--- src/rtl/tron_vga_pkg.sv ---
// Shared screen geometry, player colours and arbiter state encoding for the tron VGA path.
// Pure declarations; no timing or flow-control behaviour of its own.
package tron_vga_pkg;

  localparam int X_W   = 8;
  localparam int Y_W   = 7;
  localparam int X_MAX = 159;
  localparam int Y_MAX = 119;

  localparam logic [2:0] COL_P1 = 3'b001;
  localparam logic [2:0] COL_P2 = 3'b010;
  localparam logic [2:0] COL_P3 = 3'b100;
  localparam logic [2:0] COL_P4 = 3'b110;
  localparam logic [2:0] COL_BG = 3'b000;

  typedef enum logic {
    ST_ARB   = 1'b0,
    ST_CLEAR = 1'b1
  } state_t;

  // Binary index of a one-hot 4-bit grant (zero when the vector is empty).
  function automatic logic [1:0] rr_index(input logic [3:0] onehot);
    return {onehot[3] | onehot[2], onehot[3] | onehot[1]};
  endfunction

endpackage

--- src/rtl/rr_arbiter4.sv ---
// Combinational 4-way round-robin pick: first set request after the last winner, cyclically.
// Zero latency; the pointer register lives in the parent.
module rr_arbiter4
  import tron_vga_pkg::*;
(
  input  logic [3:0] req,
  input  logic [1:0] last,
  output logic [3:0] gnt,
  output logic       vld
);

  logic [1:0] idx;

  always_comb begin
    gnt = '0;
    vld = 1'b0;
    idx = '0;
    for (int k = 1; k <= 4; k++) begin
      idx = last + k[1:0];
      if (!vld && req[idx]) begin
        gnt[idx] = 1'b1;
        vld      = 1'b1;
      end
    end
  end

endmodule

--- src/rtl/vga_plot_arbiter.sv ---
// Shares the vga_adapter plot port between four players (round-robin, 1-cycle grant latency)
// and a full-screen clear sweep that pre-empts them; held requests simply wait while busy.
module vga_plot_arbiter
  import tron_vga_pkg::X_W, tron_vga_pkg::Y_W, tron_vga_pkg::state_t,
         tron_vga_pkg::ST_ARB, tron_vga_pkg::ST_CLEAR, tron_vga_pkg::COL_BG,
         tron_vga_pkg::rr_index;
#(
  parameter int         X_MAX     = tron_vga_pkg::X_MAX,
  parameter int         Y_MAX     = tron_vga_pkg::Y_MAX,
  parameter logic [2:0] BG_COLOUR = COL_BG
) (
  input  logic           CLOCK_50,
  input  logic           resetn,
  input  logic           clear_req,
  input  logic [3:0]     req,
  input  logic [31:0]    p_x,
  input  logic [27:0]    p_y,
  input  logic [11:0]    p_colour,
  output logic [3:0]     grant,
  output logic [X_W-1:0] x,
  output logic [Y_W-1:0] y,
  output logic [2:0]     colour,
  output logic           plot,
  output logic           busy,
  output logic           clear_done
);

  localparam logic [X_W-1:0] X_LIM = X_W'(X_MAX);
  localparam logic [Y_W-1:0] Y_LIM = Y_W'(Y_MAX);

  state_t         state;
  logic [1:0]     last;
  logic [X_W-1:0] cx;
  logic [Y_W-1:0] cy;

  logic [3:0]     eligible;
  logic [3:0]     win;
  logic           win_vld;
  logic [1:0]     win_idx;
  logic [X_W-1:0] win_x;
  logic [Y_W-1:0] win_y;
  logic [2:0]     win_col;
  logic           win_ok;

  // Masking the live grant stops a held request from winning two cycles in a row.
  assign eligible = req & ~grant;

  rr_arbiter4 u_rr (
    .req  (eligible),
    .last (last),
    .gnt  (win),
    .vld  (win_vld)
  );

  assign win_idx = rr_index(win);
  assign win_x   = p_x[{win_idx, 3'b000} +: X_W];
  assign win_y   = p_y[32'(win_idx) * Y_W +: Y_W];
  assign win_col = p_colour[32'(win_idx) * 3 +: 3];
  assign win_ok  = (win_x <= X_LIM) && (win_y <= Y_LIM);

  // cx/cy always hold the next clear pixel; the entry cycle emits (0,0) itself.
  always_ff @(posedge CLOCK_50 or negedge resetn) begin
    if (!resetn) begin
      state      <= ST_ARB;
      last       <= 2'd3;
      cx         <= '0;
      cy         <= '0;
      x          <= '0;
      y          <= '0;
      colour     <= '0;
      plot       <= 1'b0;
      grant      <= '0;
      busy       <= 1'b0;
      clear_done <= 1'b0;
    end else begin
      plot       <= 1'b0;
      grant      <= '0;
      clear_done <= 1'b0;
      case (state)
        ST_ARB: begin
          busy <= 1'b0;
          if (clear_req) begin
            state  <= ST_CLEAR;
            x      <= '0;
            y      <= '0;
            colour <= BG_COLOUR;
            plot   <= 1'b1;
            busy   <= 1'b1;
            cx     <= X_W'(1);
            cy     <= '0;
          end else if (win_vld) begin
            grant <= win;
            last  <= win_idx;
            if (win_ok) begin
              x      <= win_x;
              y      <= win_y;
              colour <= win_col;
              plot   <= 1'b1;
            end
          end
        end
        ST_CLEAR: begin
          x      <= cx;
          y      <= cy;
          colour <= BG_COLOUR;
          plot   <= 1'b1;
          busy   <= 1'b1;
          if (cx == X_LIM) begin
            cx <= '0;
            if (cy == Y_LIM) begin
              cy         <= '0;
              clear_done <= 1'b1;
              state      <= ST_ARB;
            end else begin
              cy <= cy + 1'b1;
            end
          end else begin
            cx <= cx + 1'b1;
          end
        end
        default: state <= ST_ARB;
      endcase
    end
  end

endmodule

--- config.mk ---
export PLATFORM = sky130hd
export DESIGN_NAME = vga_plot_arbiter
export DESIGN_NICKNAME = d
export VERILOG_FILES = /design/src/rtl/tron_vga_pkg.sv /design/src/rtl/rr_arbiter4.sv /design/src/rtl/vga_plot_arbiter.sv
export SDC_FILE = /design/constraint.sdc
export NUM_CORES = 1
export LEC_CHECK = 0
export CAP_MARGIN = 20
export CORE_MARGIN = 4
export CORE_UTILIZATION = 50
export CTS_CLUSTER_DIAMETER = 80
export DETAILED_ROUTE_END_ITERATION = 8
export PLACE_DENSITY = 0.87
export SYNTH_ARGS = -nofsm -noshare
export SYNTH_HDL_FRONTEND = slang
export SYNTH_SLANG_ARGS = --single-unit
--- constraint.sdc ---
create_clock -name CLOCK_50 -period 10.3 [get_ports CLOCK_50]
set_input_delay 1.545 -clock CLOCK_50 [delete_from_list [all_inputs] [get_ports CLOCK_50]]
set_output_delay 1.545 -clock CLOCK_50 [all_outputs]
set_load 0.02 [all_outputs]
Word level (Yosys, flattened, before mapping)
Cells that the tools add are included.
- register bits after elaboration: 43
- latch bits: 0
- logic and storage cells: 118
- bits of input ports: 79
- RAM bits: 0
- output and inout bits: 25
- memories: 0
- bits in read-only memories: 0
- bitwise gates (word level): 9
- magnitude comparators: 10
- reduce and logical (&&, ||, !) cells: 14
- muxes and demuxes: 58
- $add $sub $neg: 5
- shift-type cells: 3
- multipliers: 2
- divide/modulo/power cells: 0
- eq/ne operators: 6
- operators by type and width (kind ; number):
    7-bit 2-to-1 mux ; 6
    8-bit 2-to-1 mux ; 5
    8-bit one-hot mux with 2 select lines ; 2
    32-bit by 6-bit indexed part select with 8-bit output ; 1
    4-bit 2-to-1 mux ; 7
    7-bit one-hot mux with 2 select lines ; 2
    28-bit by 6-bit indexed part select with 7-bit output ; 1
    1-bit 2-to-1 mux ; 21
    2-bit by 3-bit < comparator with 1-bit output (second input constant) ; 4
    4-bit bitwise OR ; 3
    12-bit by 5-bit indexed part select with 3-bit output ; 1
    3-bit 2-to-1 mux ; 3
    8-bit by 1-bit adder with 8-bit output (second input constant) ; 1
    1-bit binary-select mux with 2-bit select ; 4
    1-bit demux with 2-bit select ; 4
    8-bit equality test (second input constant) ; 1
    2-bit by 1-bit greater-or-equal comparator with 1-bit output (second input constant) ; 4
    8-bit less-or-equal comparator (second input constant) ; 1
    1-bit logical AND ; 8
    7-bit by 1-bit adder with 7-bit output (second input constant) ; 1
    7-bit equality test (second input constant) ; 1
    7-bit less-or-equal comparator (second input constant) ; 1
    1-bit one-hot mux with 2 select lines ; 3
    3-bit one-hot mux with 2 select lines ; 1
    other kinds (15) ; 21

Longest topological paths before layout
Gate-level depths: netlist (run 1).
- word-level depth: 23
- gate-level depth with buffers: 17
- mapped depth without buffers: 12

Hierarchy
Synthesis (run 1) repeated with hierarchy kept, for this count alone.
- cells, all modules: 308
- area total of the unflattened synthesis: 3106.7 sq um
- modules (own cells, without submodules) (module ; cells each ; instances ; seq. area each (sq um) ; area an instance (sq um)):
    vga_plot_arbiter ; 260 ; 1 ; 1078.5 ; 2691.3
    rr_arbiter4 ; 48 ; 1 ; 0.0 ; 415.4

Worst setup path before layout (run 1)
Ideal clock, no wire load.
- path type: input -> register
- start: input req[3]
- end: register x[6]
- required time: 10175 ps
- path slack: 5670 ps
- setup time: 125 ps
- stages on the path: 14
- path buffers: 4
- data arrival time: 4504 ps
- path through: nand2b_1 mux4_2 and3_1 buf_6 a221oi_4 buf_6 mux2_1 o32ai_1 a32oi_1 a22oi_4 nand2b_1 buf_6 buf_12 mux2_4
- cells in the longest elaborated chain, start to end: 20
- elaborated cells between the ends (all ways): 41
- classes of those cells: mul: 1; order compare: 2; eq/ne: 2; shift: 2; mux: 20; bitwise: 6; reduce/logical: 8
- ends and longest elaborated chain (element ; line ; RTL):
    start: declaration ; vga_plot_arbiter.sv:15 ; input logic [3:0] req,
    4-bit AND (*) ; vga_plot_arbiter.sv:46 ; assign eligible = req & ~grant;
    1-bit binary-select mux with 2-bit select ; rr_arbiter4.sv:20 ; if (!vld && req[idx]) begin
    1-bit 2-to-1 mux (not written as such) ; rr_arbiter4.sv:20 ;
    1-bit 2-to-1 mux ; rr_arbiter4.sv:20 ;
    1-bit zero test ; rr_arbiter4.sv:20 ;
    1-bit logical AND ; rr_arbiter4.sv:20 ;
    1-bit 2-to-1 mux ; rr_arbiter4.sv:20 ;
    1-bit zero test ; rr_arbiter4.sv:20 ;
    [... 4 more ...] ; -- ;
    4-bit 2-to-1 mux ; rr_arbiter4.sv:20 ;
    1-bit bitwise OR ; tron_vga_pkg.sv:23 ; return {onehot[3] | onehot[2], onehot[3] | onehot[1]};
    2-bit by 3-bit multiplier with 5-bit output ; vga_plot_arbiter.sv:57 ; assign win_y = p_y[32'(win_idx) * Y_W +: Y_W];
    28-bit by 6-bit indexed part select with 7-bit output ; vga_plot_arbiter.sv:57 ;
    7-bit less-or-equal comparator ; vga_plot_arbiter.sv:59 ; assign win_ok = (win_x <= X_LIM) && (win_y <= Y_LIM);
    1-bit logical AND ; vga_plot_arbiter.sv:59 ;
    3-bit != test (no source line) ; -- ;
    2-bit AND reduction (no source line) ; -- ;
    end signal: assignment ; vga_plot_arbiter.sv:95 ; x <= win_x;
    end: declaration ; vga_plot_arbiter.sv:20 ; output logic [X_W-1:0] x,
Mark *: on every way between the ends. The rest lies on a longest branch, timed or not. The select of a mux whose other input is x is not followed.
A chain may end at the register's enable or synchronous reset.

Worst setup path after layout (run 1)
- start: input req[3]
- end: register y[2]
- cells in the longest elaborated chain, start to end: 20
- elaborated cells between the ends (all ways): 41
- classes of those cells: mul: 1; order compare: 2; eq/ne: 2; shift: 2; mux: 20; bitwise: 6; reduce/logical: 8
- ends and longest elaborated chain (element ; line ; RTL):
    4-bit AND (*) ; vga_plot_arbiter.sv:46 ;
    1-bit binary-select mux with 2-bit select ; rr_arbiter4.sv:20 ;
    1-bit 2-to-1 mux (not written as such) ; rr_arbiter4.sv:20 ;
    1-bit 2-to-1 mux ; rr_arbiter4.sv:20 ;
    1-bit zero test ; rr_arbiter4.sv:20 ;
    1-bit logical AND ; rr_arbiter4.sv:20 ;
    1-bit 2-to-1 mux ; rr_arbiter4.sv:20 ;
    1-bit zero test ; rr_arbiter4.sv:20 ;
    [... 4 more ...] ; -- ;
    4-bit 2-to-1 mux ; rr_arbiter4.sv:20 ;
    1-bit bitwise OR ; tron_vga_pkg.sv:23 ;
    2-bit by 3-bit multiplier with 5-bit output ; vga_plot_arbiter.sv:57 ;
    28-bit by 6-bit indexed part select with 7-bit output ; vga_plot_arbiter.sv:57 ;
    7-bit less-or-equal comparator or 7-bit 2-to-1 mux (tied branches) ; vga_plot_arbiter.sv:59, vga_plot_arbiter.sv:94 ;
    1-bit logical AND or 7-bit 2-to-1 mux (tied branches) ; vga_plot_arbiter.sv:59, vga_plot_arbiter.sv:91 ;
    3-bit != test (no source line) or 7-bit 2-to-1 mux (tied branches) ; -- ;
    2-bit AND reduction (no source line) or 7-bit one-hot mux with 2 select lines (tied branches) ; -- ;
    end signal: assignment ; vga_plot_arbiter.sv:96 ; y <= win_y;
    end signal: assignment ; vga_plot_arbiter.sv:104 ; y <= cy;
    end: declaration ; vga_plot_arbiter.sv:21 ; output logic [Y_W-1:0] y,
Marked as above.

==> impl_results.rst, run 1 <==
.. list-table::
   :header-rows: 1

   * - Metric
     - Value
   * - Clock power share
     - 0.130
   * - Total iterations of the first detailed-routing run
     - 5
   * - Final-stage net count
     - 518
   * - Internal power summed over all cells
     - 0.000472 W
   * - Count of pins over their slew limit
     - 0
   * - Antenna diode count
     - 0
   * - Largest driver fanout on the critical path
     - 22
   * - Vias per cell
     - 6.02
   * - Clock insertion delay at the later pin of the skew report
     - 0.30 ns
   * - Worst setup EP type
     - flip-flop
   * - Actual slew at the worst max-slew pin
     - 0.936 ns
   * - Post-synthesis area per instance
     - 9.07 sq um
   * - Critical hold path startpoint
     - x[3]$_DFFE_PN0P_
   * - Via count
     - 3,044
   * - Unique cell type count in the Yosys netlist
     - 57
   * - Core outline area
     - 5920 sq um
   * - Maximum number of pins on one net before global-route repair
     - 44
   * - Post-detailed-placement half-perimeter wirelength
     - 6860 microns
   * - Area growth syn-to-layout
     - 36.2%
   * - R2r startpoint
     - last[0]$_DFFE_PN1P_
   * - Sequential group share of total power
     - 0.333
   * - Total wire length
     - 8980 microns
   * - Share of post-route cells with drive strength above 1
     - 0.0928
   * - Number of clock sinks
     - 43
   * - Portion of the post-synthesis area used by sequential elements
     - 0.353
   * - Overall die width
     - 86.2 microns
   * - Highest clock rate
     - 0.169 GHz
   * - Gate power share
     - 0.537
   * - Post-synthesis cell type with the largest combined area
     - dfrtp_1
   * - Clock slew seen by the registers of the worst setup and hold paths
     - 0.08 ns
   * - Number of placement rows
     - 28
   * - Cell Area, Synth
     - 3060 sq um
   * - Peak supply drop
     - 143 uV
   * - Number of fill cells in the layout
     - 444
   * - Maximum root-to-sink buffer count
     - 2
   * - Synth cell count leaders
     - nand2_1 (67), dfrtp_1 (41), nand3_1 (35), nor2_1 (16)
   * - Number of antenna violations at the first check in global routing
     - 0
   * - Total of warnings raised by yosys
     - 0
   * - Result of the run
     - complete, no violations
   * - Master cell of the clock root buffer
     - clkbuf_8
   * - Accumulated negative setup slack
     - 0 ns
   * - H-tree level count
     - 2
   * - Setup-failing EPs final
     - 0
   * - Detailed router's first-iteration violation count
     - 185
   * - CTS buffer count
     - 5
   * - Placer's final routability congestion estimate
     - 0.903
   * - Skew final
     - 0.00469 ns
   * - Number of enable flip-flop cells after synthesis
     - 0
   * - Starting utilization of the core area
     - 0.516
   * - Die height
     - 86.2 microns
   * - Count of nets left with antenna violations after detail routing
     - 0
   * - Worst EP arrival
     - 6.11 ns
   * - Relative max-transition margin
     - 0.376
   * - Leakage
     - 1.69 nW
   * - Total cell area at the placement stage
     - 4080 sq um
   * - First-pass GRT wire length
     - 14,700 microns
   * - Number of hold buffers added after cts
     - 0
   * - Unrepaired setup endpoints after global routing
     - false
   * - Drt wl/cell
     - 17.7 microns
   * - Net count after synthesis
     - 425
   * - CTS resizes
     - 0
   * - Critical path start-end classification
     - primary input to flip-flop
   * - Max-cap viol count
     - 0
   * - Number of buffers inserted by port buffering
     - 103
   * - Grt ovf
     - 0
   * - Post-CTS repair timing setup buffer count
     - 0
   * - I/O pin cnt
     - 104
   * - Hold violation count in the final report
     - 0
   * - Full die area
     - 7430 sq um
   * - Number of global-route vias before repair
     - 3,061
   * - Overall Global Routing Usage
     - 0.246
   * - Power per cell area
     - 195 nW/um^2
   * - Clock tree from TritonCTS
     - built
   * - Most instantiated library cell after synthesis
     - nand2_1
   * - #FFs+latches synth
     - 43
   * - Synth top area share
     - 0.336
   * - Number of DRC violations after detailed routing
     - 0
   * - Number of cells produced by synthesis
     - 337
   * - Switching Power
     - 0.000339 W
   * - Shortest period the worst path allows
     - 5.92 ns
   * - Worst min path class
     - flip-flop to flip-flop
   * - Endpoint required time on the critical path
     - 10.49 ns
   * - Final Cell Area
     - 4160 sq um
   * - Share of synthesized registers carrying an async set or reset
     - 1.00
   * - Top area cells in the synthesized netlist
     - dfrtp_1 (34%), nand2_1 (8.2%), nand3_1 (5.7%)
   * - Worst setup SP type
     - primary input
   * - Dominant register cell in the synthesized netlist
     - dfrtp_1
   * - Start point of the critical path
     - req[3]
   * - Sw Ratio
     - 0.418
   * - Period utilization
     - 0.575
[flip-flops by register name, summed over array words and instances (netlist names)]
name	count
clear_done	1
busy	1
x	8
y	7
grant	4
state	1
plot	1
colour	3
cy	7
cx	8
last	2
[layout make-up]
class	count	area [sq um]	share of cell area
Inverter	8	30.0	0.00721
Timing Repair Buffer	105	1040	0.251
Sequential cell	43	1080	0.259
Clock inverter	1	5.00	0.00120
Multi-Input combinational cell	267	1830	0.441
Tap cell	75	93.8	0.0225
Clock buffer	7	76.3	0.0183
[layout by cell type (no fill, tap or decap), types with 3 or more instances in the layout]
cell type / count
clkdlybuf4s50_1: 102
nand2_1: 67
dfrtp_1: 41
nand3_1: 35
nor2_1: 16
o21ai_0: 14
nand2b_1: 10
mux2i_1: 10
a21oi_1: 9
mux2_2: 9
ha_1: 9
inv_1: 7
a32o_1: 7
a22o_1: 6
nor2b_1: 5
and3_1: 5
nor3_1: 5
a21o_1: 5
a2bb2oi_2: 5
clkbuf_8: 5
o31ai_1: 4
nand4_1: 3
o32ai_1: 3
mux2_4: 3
[critical path, cell delays in order]
cell             delay (ns)
clkdlybuf4s50_1        0.47
nand2b_1               0.12
mux4_2                 0.50
and3_1                 0.31
a221oi_4               0.49
nand2_1                0.53
o32ai_1                0.63
a211oi_4               0.07
a22oi_4                0.30
nand2b_1               0.73
mux2_2                 0.42
[logic make-up after synthesis]
kind of cell / synth area share
DFF: 0.353
muxes: 0.0991
adders and majority gates: 0.0368
AOI/OAI and AO/OA: 0.222
xor gates and xnor gates: 0.00860
buffers and inverters: 0.0471
and+or+nand+nor: 0.233
[layer usage]
layer  up-vias  share of wire  global-route usage
met5         -              0                   0
met4         0          0.027              0.0977
met3        25          0.083              0.0494
met2       151           0.49               0.419
met1      1445           0.40               0.308
li1       1423              -                   -
[power by group through the flow]
stage                     clock network (W)  registers (W)  logic [W]
after floorplan                           0       0.000286   0.000272
after global placement                    0       0.000269   0.000413
after detailed placement                  0       0.000270   0.000433
after CTS                          0.000105       0.000269   0.000436
after global routing               0.000111       0.000279   0.000474
final                              0.000105       0.000271   0.000436
[worst paths after layout]
path	to	slack, ns	cells past startpoint
setup / recovery	y[2]$_DFFE_PN0P_	4.38	11
hold / removal	x[3]$_DFFE_PN0P_	0.52	1
setup reg to reg	y[2]$_DFFE_PN0P_	5.01	11
hold reg to reg	x[3]$_DFFE_PN0P_	0.52	1
max in group asynchronous	cy[3]$_DFFE_PN0P_	8.33	1
min in group asynchronous	y[5]$_DFFE_PN0P_	1.38	1
[stage by stage]
| stage | setup slack [ns] | std cells | util | hold WS (ns) | total power (W) |
|---|---|---|---|---|---|
| 4_1_cts | 4.39 | 506 | 0.703 | 0.524 | 0.000810 |
| 6_report | 4.38 | 506 | 0.703 | 0.522 | 0.000811 |
| 3_3_place_gp | 4.23 | 497 | 0.687 | 0.490 | 0.000682 |
| 5_1_grt | 4.08 | 506 | 0.703 | 0.538 | 0.000864 |
| 2_1_floorplan | 5.67 | 337 | - | 0.490 | 0.000558 |
| 3_5_place_dp | 4.06 | 498 | 0.689 | 0.497 | 0.000703 |
Note: power is estimated with default switching activity, not from simulation.
==> run 2: changes to the inputs <==
CORE_UTILIZATION = 42   (was 50)
PLACE_DENSITY = 0.78   (was 0.87)
clock period = 4.95 ns   (was 10.3 ns; I/O delays follow)
==> impl_results.rst, run 2 (same netlist as run 1, synthesis figures left out) <==
.. list-table::
   :header-rows: 1

   * - Metric
     - Value
   * - Critical hold path startpoint
     - x[3]$_DFFE_PN0P_
   * - Highest clock rate
     - 0.219 GHz
   * - Internal power summed over all cells
     - 0.00100 W
   * - Accumulated negative setup slack
     - 0 ns
   * - Setup-failing EPs final
     - 0
   * - Most common library cell in the layout ignoring fill and taps
     - clkdlybuf4s50_1
   * - Post-placement worst setup slack
     - 0.194 ns
   * - Post-CTS repair timing setup buffer count
     - 0
   * - Core occupancy in the finished layout
     - 0.610
   * - Post-detailed-placement half-perimeter wirelength
     - 6780 microns
   * - Number of cells traversed by the worst register-to-register path
     - 11
   * - Highest-count cells in the layout ignoring fill and taps
     - clkdlybuf4s50_1 (102), nand2_1 (67), dfrtp_1 (41)
   * - Count of pins over their slew limit
     - 0
   * - Final-stage net count
     - 524
   * - H-tree level count
     - 2
   * - Number of fill cells in the layout
     - 588
   * - Number of global-route vias before repair
     - 2,959
   * - Leakage
     - 1.72 nW
   * - Core outline area
     - 6940 sq um
   * - Number of antenna violations at the first check in global routing
     - 0
   * - Worst setup EP type
     - flip-flop
   * - Hold violation count in the final report
     - 0
   * - Setup slack on the worst flop-to-flop path
     - 0.38 ns
   * - Worst Slack Setup Final
     - 0.383 ns
   * - Area growth syn-to-layout
     - 38.5%
   * - Grt ovf
     - 0
   * - R2r startpoint
     - last[0]$_DFFE_PN1P_
   * - CTS buffer count
     - 5
   * - Switching Power
     - 0.000703 W
   * - Overall die width
     - 93.3 microns
   * - I/O pin cnt
     - 104
   * - Number of clock sinks
     - 43
   * - Sequential group share of total power
     - 0.328
   * - Vias per cell
     - 5.62
   * - Worst Hold Path Cells
     - 1
   * - Critical path buffers and inverters
     - 1
   * - Power Total
     - 0.00170 W
   * - Detailed router's first-iteration violation count
     - 178
   * - Standard cell with the maximum stage delay on the critical path
     - dfstp_2
   * - Worst min path class
     - flip-flop to flip-flop
   * - Critical path start-end classification
     - flip-flop to flip-flop
   * - Number of hold buffers added after cts
     - 0
   * - Count of nets left with antenna violations after detail routing
     - 0
   * - Gate power share
     - 0.542
   * - Maximum number of pins on one net before global-route repair
     - 44
   * - CTS resizes
     - 0
   * - Relative max-transition margin
     - 0.353
   * - Clock power share
     - 0.130
   * - Drt wl/cell
     - 16.6 microns
   * - End of the worst hold path
     - x[3]$_DFFE_PN0P_
   * - Overall Global Routing Usage
     - 0.208
   * - Skew final
     - 0.00612 ns
   * - Worst setup SP type
     - flip-flop
   * - Share of post-route cells with drive strength above 1
     - 0.108
   * - Number of DRC violations after detailed routing
     - 0
   * - Result of the run
     - complete, no violations
   * - Number of buffers inserted by port buffering
     - 103
   * - Sw Ratio
     - 0.412
   * - Clock insertion delay at the later pin of the skew report
     - 0.30 ns
   * - Maximum single-stage delay on the critical path
     - 0.66 ns
   * - Max-cap viol count
     - 0
   * - Number of placement rows
     - 30
   * - Endpoint required time on the critical path
     - 5.13 ns
   * - Antenna diode count
     - 0
   * - Shortest period the worst path allows
     - 4.57 ns
   * - Total wire length
     - 8830 microns
   * - Crit-path cells
     - inv_1 -> ha_1 -> mux4_2 -> a22o_1 -> a221o_2 -> or4_1 -> o221ai_1 -> nor2_2 -> a22oi_4 -> nand2b_1 -> mux2_2
   * - Clock slew seen by the registers of the worst setup and hold paths
     - 0.08 ns
   * - Clock tree from TritonCTS
     - built
   * - Power per cell area
     - 403 nW/um^2
   * - Worst EP arrival
     - 4.75 ns
   * - Unrepaired setup endpoints after global routing
     - false
   * - Maximum root-to-sink buffer count
     - 2
   * - First-pass GRT wire length
     - 14,600 microns
   * - Kind of cell with the highest combined delay on the critical path
     - simple AND/OR/NAND/NOR gates
   * - Largest driver fanout on the critical path
     - 16
   * - Total iterations of the first detailed-routing run
     - 4
   * - Peak supply drop
     - 227 uV
   * - Capturing point of the worst reg2reg path
     - y[2]$_DFFE_PN0P_
   * - Actual slew at the worst max-slew pin
     - 0.970 ns
   * - Period utilization
     - 0.923
   * - Starting utilization of the core area
     - 0.440
   * - Registers with the most flip-flops
     - cx: 8 flops, x: 8 flops
   * - Master cell of the clock root buffer
     - clkbuf_8
   * - Placer's final routability congestion estimate
     - 0.876
   * - Via count
     - 2,993
   * - Full die area
     - 8710 sq um
   * - Die height
     - 93.3 microns
   * - Hold slack
     - 0.524 ns
run 2: cell count changes in the layout (fill, tap and decap cells not counted):
cell / before / now
buf_4: 1 / 8
clkinvlp_4: 0 / 1
clkbuf_1: 2 / 1
buf_6: 1 / 0
run 2: worst max path at each step:
stage	from	endpoint	slack, ns	cells after the start
floorplan	last[0]$_DFFE_PN1P_	x[6]$_DFFE_PN0P_	0.95	14
global placement	req[3]	x[1]$_DFFE_PN0P_	0.31	12
detailed placement	req[0]	x[1]$_DFFE_PN0P_	0.19	12
CTS	last[0]$_DFFE_PN1P_	y[2]$_DFFE_PN0P_	0.41	11
global route	last[0]$_DFFE_PN1P_	y[2]$_DFFE_PN0P_	0.12	12
finish	last[0]$_DFFE_PN1P_	y[2]$_DFFE_PN0P_	0.38	11
run 2: power groups by stage:
stage	Clock [W]	Sequential [W]	Combinational, W
global route	0.000242	0.000576	0.00102
detailed placement	0	0.000563	0.000928
CTS	0.000226	0.000558	0.000932
global placement	0	0.000561	0.000908
floorplan	0	0.000596	0.000566
finish	0.000222	0.000558	0.000925
run 2: metal layers:
| layer | global-route usage | up-vias | part of all wire |
|---|---|---|---|
| li1 | - | 1437 | - |
| met1 | 0.268 | 1444 | 0.44 |
| met2 | 0.355 | 103 | 0.48 |
| met3 | 0.0499 | 9 | 0.068 |
| met4 | 0.0440 | 0 | 0.0086 |
| met5 | 0 | - | 0 |
run 2: layout make-up:
type,count,area (sq um),share of cell area
Multi-Input combinational cell,267,1830,0.433
Timing Repair Buffer,111,1090,0.257
Sequential cell,43,1080,0.255
Tap cell,96,120,0.0284
Clock buffer,6,72.6,0.0171
Inverter,8,30.0,0.00709
Clock inverter,2,12.5,0.00296
run 2: through the flow:
stage          cells  area [sq um]
6_report         533          4230
5_1_grt          533          4230
4_1_cts          533          4230
3_5_place_dp     525          4150
3_3_place_gp     525          4150
2_1_floorplan    337          3060
